`src/rtl/lo_edge_detect_hyst_if.sv`:
```
// Signal bundle for the LF edge detector: configuration, ADC sample and edge status.
// master = controller/ADC side, slave = the detector.
interface lo_edge_detect_hyst_if #(
   parameter int unsigned ADC_W   = 8,
   parameter int unsigned DIV_W   = 8,
   parameter int unsigned DWELL_W = 4,
   parameter int unsigned CNT_W   = 16
);
   logic               enable;
   logic [DIV_W-1:0]   divisor;
   logic [ADC_W-1:0]   adc_d;
   logic [ADC_W-1:0]   thr_hi;
   logic [ADC_W-1:0]   thr_lo;
   logic [DWELL_W-1:0] min_dwell;
   logic               adc_clk;
   logic               edge_state;
   logic               edge_rise;
   logic               edge_fall;
   logic [CNT_W-1:0]   interval;
   logic               interval_vld;
   logic               overflow;
   logic               cfg_err;

   modport master (
      output enable, divisor, adc_d, thr_hi, thr_lo, min_dwell,
      input  adc_clk, edge_state, edge_rise, edge_fall, interval, interval_vld, overflow, cfg_err
   );

   modport slave (
      input  enable, divisor, adc_d, thr_hi, thr_lo, min_dwell,
      output adc_clk, edge_state, edge_rise, edge_fall, interval, interval_vld, overflow, cfg_err
   );
endinterface

```
`src/rtl/lo_edge_detect_hyst.sv`:
```
// LF edge detector: adc_clk divider, once-per-period sampling, hysteresis comparator with
// dwell filter and edge-interval counter. Define LF_EDGE_AVG_EN to compare a 4-sample average.
module lo_edge_detect_hyst #(
   parameter int unsigned ADC_W         = 8,
   parameter int unsigned DIV_W         = 8,
   parameter int unsigned DWELL_W       = 4,
   parameter int unsigned CNT_W         = 16,
   parameter int unsigned SAMPLE_OFFSET = 7
) (
   input logic                  pck0,
   input logic                  nrst,
   lo_edge_detect_hyst_if.slave bus
);

   typedef enum logic [1:0] {StLow, StRisePend, StHigh, StFallPend} state_e;

   localparam logic [DIV_W-1:0] Offset = DIV_W'(SAMPLE_OFFSET);

   // ---------------------------------------------------------------- divider
   logic [DIV_W-1:0] div_cnt_q, div_cnt_d;
   logic             clk_state_q, clk_state_d;
   logic [DIV_W-1:0] strobe_pt;
   logic             strobe;

   always_comb begin
      div_cnt_d   = div_cnt_q + 1'b1;
      clk_state_d = clk_state_q;
      // A divisor lowered below the running count wraps through all-ones.
      if (div_cnt_q == bus.divisor) begin
         div_cnt_d   = '0;
         clk_state_d = ~clk_state_q;
      end
   end

   assign strobe_pt   = (bus.divisor < Offset) ? bus.divisor : Offset;
   assign strobe      = bus.enable & ~clk_state_q & (div_cnt_q == strobe_pt);
   assign bus.adc_clk = ~clk_state_q;

   // --------------------------------------------------------- comparator input
   logic [ADC_W-1:0] sample;

`ifdef LF_EDGE_AVG_EN
   localparam int unsigned SumW = ADC_W + 2;

   logic [ADC_W-1:0] hist0_q, hist1_q, hist2_q;
   logic [SumW-1:0]  avg_sum;

   assign avg_sum = SumW'(bus.adc_d) + SumW'(hist0_q) + SumW'(hist1_q) + SumW'(hist2_q);
   assign sample  = avg_sum[SumW-1:2];

   always_ff @(posedge pck0 or negedge nrst) begin
      if (!nrst) begin
         hist0_q <= '0;
         hist1_q <= '0;
         hist2_q <= '0;
      end else if (!bus.enable) begin
         hist0_q <= '0;
         hist1_q <= '0;
         hist2_q <= '0;
      end else if (strobe) begin
         hist0_q <= bus.adc_d;
         hist1_q <= hist0_q;
         hist2_q <= hist1_q;
      end
   end
`else
   assign sample = bus.adc_d;
`endif

   logic above, below, cfg_err;

   assign above       = sample >= bus.thr_hi;
   assign below       = sample <= bus.thr_lo;
   assign cfg_err     = bus.thr_lo >= bus.thr_hi;
   assign bus.cfg_err = cfg_err;

   // ---------------------------------------------------------------- FSM
   state_e             state_q, state_d;
   logic [DWELL_W-1:0] dwell_q, dwell_d;
   logic [DWELL_W:0]   dwell_inc;
   logic               dwell_met, first_met;
   logic               rise, fall, commit;

   always_comb begin
      state_d   = state_q;
      dwell_d   = dwell_q;
      rise      = 1'b0;
      fall      = 1'b0;
      dwell_inc = {1'b0, dwell_q} + 1'b1;
      dwell_met = dwell_inc >= {1'b0, bus.min_dwell};
      first_met = bus.min_dwell <= DWELL_W'(1);
      // An inverted threshold pair freezes the FSM, pending dwell included.
      if (strobe && !cfg_err) begin
         case (state_q)
            StLow: begin
               if (above) begin
                  if (first_met) begin
                     state_d = StHigh;
                     rise    = 1'b1;
                  end else begin
                     state_d = StRisePend;
                     dwell_d = DWELL_W'(1);
                  end
               end
            end
            StRisePend: begin
               if (!above) begin
                  state_d = StLow;
                  dwell_d = '0;
               end else if (dwell_met) begin
                  state_d = StHigh;
                  dwell_d = '0;
                  rise    = 1'b1;
               end else begin
                  dwell_d = dwell_inc[DWELL_W-1:0];
               end
            end
            StHigh: begin
               if (below) begin
                  if (first_met) begin
                     state_d = StLow;
                     fall    = 1'b1;
                  end else begin
                     state_d = StFallPend;
                     dwell_d = DWELL_W'(1);
                  end
               end
            end
            StFallPend: begin
               if (!below) begin
                  state_d = StHigh;
                  dwell_d = '0;
               end else if (dwell_met) begin
                  state_d = StLow;
                  dwell_d = '0;
                  fall    = 1'b1;
               end else begin
                  dwell_d = dwell_inc[DWELL_W-1:0];
               end
            end
            default: begin
               state_d = StLow;
               dwell_d = '0;
            end
         endcase
      end
   end

   assign commit = rise | fall;

   // ------------------------------------------------------ interval counter
   logic [CNT_W-1:0] count_q, count_d, count_inc;
   logic [CNT_W-1:0] interval_q, interval_d;
   logic             count_sat;
   logic             overflow_q, overflow_d;
   logic             interval_vld_q;
   logic             edge_state_q, edge_state_d;
   logic             edge_rise_q, edge_fall_q;

   always_comb begin
      count_sat  = &count_q;
      count_inc  = count_sat ? count_q : count_q + 1'b1;
      count_d    = count_q;
      interval_d = interval_q;
      overflow_d = overflow_q;
      // Overflow stays visible alongside interval_vld, then clears.
      if (interval_vld_q) overflow_d = 1'b0;
      if (strobe) begin
         if (count_sat) overflow_d = 1'b1;
         if (commit) begin
            interval_d = count_inc;
            count_d    = '0;
         end else begin
            count_d = count_inc;
         end
      end
      edge_state_d = rise ? 1'b1 : (fall ? 1'b0 : edge_state_q);
   end

   // ---------------------------------------------------------------- state
   always_ff @(posedge pck0 or negedge nrst) begin
      if (!nrst) begin
         div_cnt_q      <= '0;
         clk_state_q    <= 1'b0;
         state_q        <= StLow;
         dwell_q        <= '0;
         count_q        <= '0;
         interval_q     <= '0;
         overflow_q     <= 1'b0;
         interval_vld_q <= 1'b0;
         edge_state_q   <= 1'b0;
         edge_rise_q    <= 1'b0;
         edge_fall_q    <= 1'b0;
      end else if (!bus.enable) begin
         div_cnt_q      <= '0;
         clk_state_q    <= 1'b0;
         state_q        <= StLow;
         dwell_q        <= '0;
         count_q        <= '0;
         interval_q     <= '0;
         overflow_q     <= 1'b0;
         interval_vld_q <= 1'b0;
         edge_state_q   <= 1'b0;
         edge_rise_q    <= 1'b0;
         edge_fall_q    <= 1'b0;
      end else begin
         div_cnt_q      <= div_cnt_d;
         clk_state_q    <= clk_state_d;
         state_q        <= state_d;
         dwell_q        <= dwell_d;
         count_q        <= count_d;
         interval_q     <= interval_d;
         overflow_q     <= overflow_d;
         interval_vld_q <= commit;
         edge_state_q   <= edge_state_d;
         edge_rise_q    <= rise;
         edge_fall_q    <= fall;
      end
   end

   assign bus.edge_state   = edge_state_q;
   assign bus.edge_rise    = edge_rise_q;
   assign bus.edge_fall    = edge_fall_q;
   assign bus.interval     = interval_q;
   assign bus.interval_vld = interval_vld_q;
   assign bus.overflow     = overflow_q;

endmodule
```
`src/flat_wrapper.sv`:
```
// flat-port wrapper written by rule: the top's interface ports become plain ports
module lo_edge_detect_hyst_flat 
#(
   parameter int unsigned ADC_W         = 8,
   parameter int unsigned DIV_W         = 8,
   parameter int unsigned DWELL_W       = 4,
   parameter int unsigned CNT_W         = 16,
   parameter int unsigned SAMPLE_OFFSET = 7
)
  (pck0, nrst, bus_enable, bus_divisor, bus_adc_d, bus_thr_hi, bus_thr_lo, bus_min_dwell, bus_adc_clk, bus_edge_state, bus_edge_rise, bus_edge_fall, bus_interval, bus_interval_vld, bus_overflow, bus_cfg_err);
  lo_edge_detect_hyst_if #(.ADC_W(ADC_W), .DIV_W(DIV_W), .DWELL_W(DWELL_W), .CNT_W(CNT_W)) bus_i ();
  input logic pck0;
  input logic nrst;
  input wire logic [$bits(bus_i.enable)-1:0] bus_enable;
  input wire logic [$bits(bus_i.divisor)-1:0] bus_divisor;
  input wire logic [$bits(bus_i.adc_d)-1:0] bus_adc_d;
  input wire logic [$bits(bus_i.thr_hi)-1:0] bus_thr_hi;
  input wire logic [$bits(bus_i.thr_lo)-1:0] bus_thr_lo;
  input wire logic [$bits(bus_i.min_dwell)-1:0] bus_min_dwell;
  output wire logic [$bits(bus_i.adc_clk)-1:0] bus_adc_clk;
  output wire logic [$bits(bus_i.edge_state)-1:0] bus_edge_state;
  output wire logic [$bits(bus_i.edge_rise)-1:0] bus_edge_rise;
  output wire logic [$bits(bus_i.edge_fall)-1:0] bus_edge_fall;
  output wire logic [$bits(bus_i.interval)-1:0] bus_interval;
  output wire logic [$bits(bus_i.interval_vld)-1:0] bus_interval_vld;
  output wire logic [$bits(bus_i.overflow)-1:0] bus_overflow;
  output wire logic [$bits(bus_i.cfg_err)-1:0] bus_cfg_err;
  assign bus_i.enable = bus_enable;
  assign bus_i.divisor = bus_divisor;
  assign bus_i.adc_d = bus_adc_d;
  assign bus_i.thr_hi = bus_thr_hi;
  assign bus_i.thr_lo = bus_thr_lo;
  assign bus_i.min_dwell = bus_min_dwell;
  assign bus_adc_clk = bus_i.adc_clk;
  assign bus_edge_state = bus_i.edge_state;
  assign bus_edge_rise = bus_i.edge_rise;
  assign bus_edge_fall = bus_i.edge_fall;
  assign bus_interval = bus_i.interval;
  assign bus_interval_vld = bus_i.interval_vld;
  assign bus_overflow = bus_i.overflow;
  assign bus_cfg_err = bus_i.cfg_err;
  lo_edge_detect_hyst #(.ADC_W(ADC_W), .DIV_W(DIV_W), .DWELL_W(DWELL_W), .CNT_W(CNT_W), .SAMPLE_OFFSET(SAMPLE_OFFSET)) u_core (.pck0(pck0), .nrst(nrst), .bus(bus_i));
endmodule
```
`config.mk`:
```
export PLATFORM = sky130hd
export DESIGN_NAME = lo_edge_detect_hyst_flat
export DESIGN_NICKNAME = d
export VERILOG_FILES = /design/src/rtl/lo_edge_detect_hyst_if.sv /design/src/rtl/lo_edge_detect_hyst.sv /design/src/flat_wrapper.sv
export SDC_FILE = /design/constraint.sdc
export NUM_CORES = 1
export LEC_CHECK = 0
export ABC_AREA = 1
export CAP_MARGIN = 20
export CORE_MARGIN = 1.5
export CORE_UTILIZATION = 45
export DETAILED_ROUTE_END_ITERATION = 6
export HOLD_SLACK_MARGIN = 0.02
export PLACE_DENSITY = 0.74
export SKIP_LAST_GASP = 1
export SYNTH_ARGS = -nofsm -noshare
export SYNTH_HDL_FRONTEND = slang
export SYNTH_SLANG_ARGS = --single-unit
export TNS_END_PERCENT = 10
```
`constraint.sdc`:
```
create_clock -name pck0 -period 3 [get_ports pck0]
set_input_delay 0.6 -clock pck0 [delete_from_list [all_inputs] [get_ports pck0]]
set_output_delay 0.6 -clock pck0 [all_outputs]
set_load 0.01 [all_outputs]
```
==> flow_metrics.tcl <==
set metrics [dict create \
    fp-row-count 33 \
    wirelength_um 8990 \
    crit_chain "clkdlybuf4s50_1 -> inv_1 -> ha_1 -> a21o_1 -> nor2_1 -> nand3_1 -> dlygate4sd2_1" \
    critical-path-slowest-cell "clkdlybuf4s50_1" \
    clk_latency_ns 0.30 \
    postCtsHoldBufs 0 \
    worstMarginPinSlew_ns 0.638 \
    hold_path_class "in -> async" \
    cts_root_buf "clkbuf_8" \
    worstSetupEndpointType "output port" \
    place.port_buffers 61 \
    via_per_inst 5.02 \
    final.period_utilization_pct 91.1 \
    syn-cell-area_um2 3930 \
    fin_nets 729 \
    startpoint_type "input port" \
    drc 0 \
    grt_pass1_wl_um 16000 \
    gp_congestion 0.904 \
    total_power_mw 1.60 \
    postCtsSetupBuffers 0 \
    cp.required_ns 2.40 \
    drt_first_pass_iters 6 \
    die_h_um 96.4 \
    clock_sinks 52 \
    leakage_nw 2.56 \
    die_w_um 96.4 \
    critPathMaxFanout 2 \
    cts_tree "yes" \
    post-route-util_pct 57.5 \
    syn_area_per_cell_um2 6.62 \
    synth-seq-cells 52 \
    peakVddDrop_v 0.000232 \
    seq_area_frac_synth_pct 33.2 \
    maxSlewHeadroom_pct 57.5 \
    grt_max_degree 53 \
    path_delay_family "buffers and inverters" \
    antenna_found_initial 0 \
    slowest_delay_ns 0.45 \
    drt_iter0_drc 155 \
    cap_violations 0 \
    drtAntennaViolNets 0 \
    syn-num-nets 663 \
    pwr_density_cell_nw_per_um2 333 \
    rsz0062_at_grt "no" \
    fin_cells 764 \
    syn_to_final_growth_pct 22.1 \
    cts.clk_slew.worst_paths_ns 0.09 \
    ys_types 32 \
    core_um2 8340 \
    pin_count 62 \
    cp.arrival_ns 2.13 \
    max_freq_ghz 0.366 \
    globalRoute.totalOverflow 0 \
    htree_levels 2 \
    diodes 0 \
    start_util_pct 47.1 \
    grt_pass1_vias 3753 \
    vias 3835 \
    postLayoutCellArea_um2 4790 \
    drive_above_1_share_pct 4.25 \
    cp_num_buf_inv 3 \
    hold_viol 0 \
    track_usage_pct 21.4 \
    wl_per_cell_um 11.8 \
    die-area_um2 9290 \
    place_inst 757 \
    setup_viol 0 \
    synth_cells 593 \
    yosys_warnings 0 \
    skew_ns 0.00502 \
    dpl_cell_area_um2 4660 \
    final.min_clock_period_ns 2.73 \
    clock_path_buffers 2 \
    drv_slew 0 \
    cts_buffers 5 \
    place_hpwl_um 7020 \
    status "completed" \
    crit_type "in -> out" \
]
==> cells in the final DEF, fill, tap and decap left out, types with 2 or more instances in the layout <==
cell	n
nand4_1	30
nand3_1	42
o22ai_1	2
nor2_1	65
o21bai_1	2
clkdlybuf4s50_1	59
o21a_1	2
nor2_2	3
inv_1	87
ha_1	31
dfrtp_1	52
o21ai_0	17
inv_2	4
nand2_1	204
buf_4	9
xor2_1	8
a21o_1	3
clkbuf_8	5
a21oi_1	14
nor3_1	6
bufinv_16	2
==> what timing repair did <==
item,CTS,global route
endpoints found under the setup margin,1,0
hold endpoints to repair,0,0
gates resized for setup,2,0
==> final timing paths <==
| path | from | endpoint | slack, ns | cells past startpoint |
|---|---|---|---|---|
| setup / recovery | bus_thr_hi[7] | bus_cfg_err | 0.27 | 7 |
| hold / removal | nrst | u_core.bus.interval[13] | 0.40 | 2 |
| setup reg to reg | u_core.dwell_q[0] | u_core.bus.interval[14] | 0.44 | 14 |
| hold reg to reg | u_core.bus.interval_vld | u_core.bus.overflow | 0.49 | 1 |
| max in group asynchronous | nrst | u_core.count_q[0] | 2.17 | 2 |
| min in group pck0 | u_core.bus.interval_vld | u_core.bus.overflow | 0.49 | 1 |
==> synthesized netlist by cell type (all sizes together) <==
| master | instances | area, µm² |
|---|---|---|
| nand2 | 204 | 766 |
| a31oi | 1 | 6.26 |
| a221oi | 1 | 8.76 |
| nand3 | 44 | 238 |
| inv | 91 | 342 |
| ha | 31 | 388 |
| or2 | 1 | 6.26 |
| o21bai | 2 | 15.0 |
| clkbuf | 2 | 7.51 |
| a21o | 3 | 22.5 |
| o21a | 2 | 15.0 |
| dfrtp | 52 | 1300 |
| buf | 9 | 60.1 |
| nand4 | 30 | 188 |
| xor2 | 8 | 70.1 |
| nor3b | 1 | 7.51 |
| o21ai | 18 | 90.1 |
| a21oi | 14 | 70.1 |
| o22ai | 2 | 12.5 |
| clkinv | 1 | 3.75 |
| nor4 | 1 | 6.26 |
| nor2 | 69 | 272 |
| nor3 | 6 | 30.0 |
==> registers in the layout, summed over array words and instances (netlist names) <==
| signal | flops |
|---|---|
| u_core.clk_state_q | 1 |
| u_core.bus.interval_vld | 1 |
| u_core.bus.interval | 16 |
| u_core.bus.edge_fall | 1 |
| u_core.div_cnt_q | 8 |
| u_core.dwell_q | 4 |
| u_core.count_q | 16 |
| u_core.bus.edge_rise | 1 |
| u_core.bus.edge_state | 1 |
| u_core.bus.overflow | 1 |
| u_core.state_q | 2 |
==> per-layer routing <==
metal,part of all wire (%),vias to the layer above,track usage [%]
li1,-,2014,-
met1,47,1720,28.3
met2,48,94,37.6
met3,4.6,7,2.82
met4,0.63,0,4.47
met5,0,-,0
==> metrics by stage <==
stage               hold slack (ns)  setup WS (ns)  setup TNS (ns)
finish                        0.403          0.268               0
global route                  0.453         0.0648               0
CTS                           0.422          0.242               0
detailed placement            0.478        -0.0241         -0.0241
global placement              0.462         0.0287               0
floorplan                     0.304          0.771               0
==> logic make-up (layout without fill, tap and decap cells) <==
kind of cell | count (synthesis) | in the layout | synth area share, %
AO/OA/AOI/OAI | 43 | 43 | 6.12
XOR/XNOR | 8 | 8 | 1.79
adder cells (fa/ha/maj) | 31 | 31 | 9.88
buffers and inverters | 103 | 169 | 10.5
flip-flops | 52 | 52 | 33.2
AND/OR/NAND/NOR | 356 | 356 | 38.5
==> cell type report <==
| type | instances | area (µm²) |
|---|---|---|
| clock buffers | 5 | 68.8 |
| clock inverters | 2 | 60.1 |
| fillers | 810 | 3550 |
| inverters | 92 | 345 |
| multi-input cells | 438 | 2210 |
| flip-flops and latches | 52 | 1300 |
| well taps | 105 | 131 |
| repair buffers | 70 | 672 |
==> where the power goes <==
part           internal (mW)  switching (mW)
clock                  0.328           0.216
sequential             0.716          0.0210
combinational          0.135           0.179
total                   1.18           0.416
Note: power is estimated with default switching activity, not from simulation.
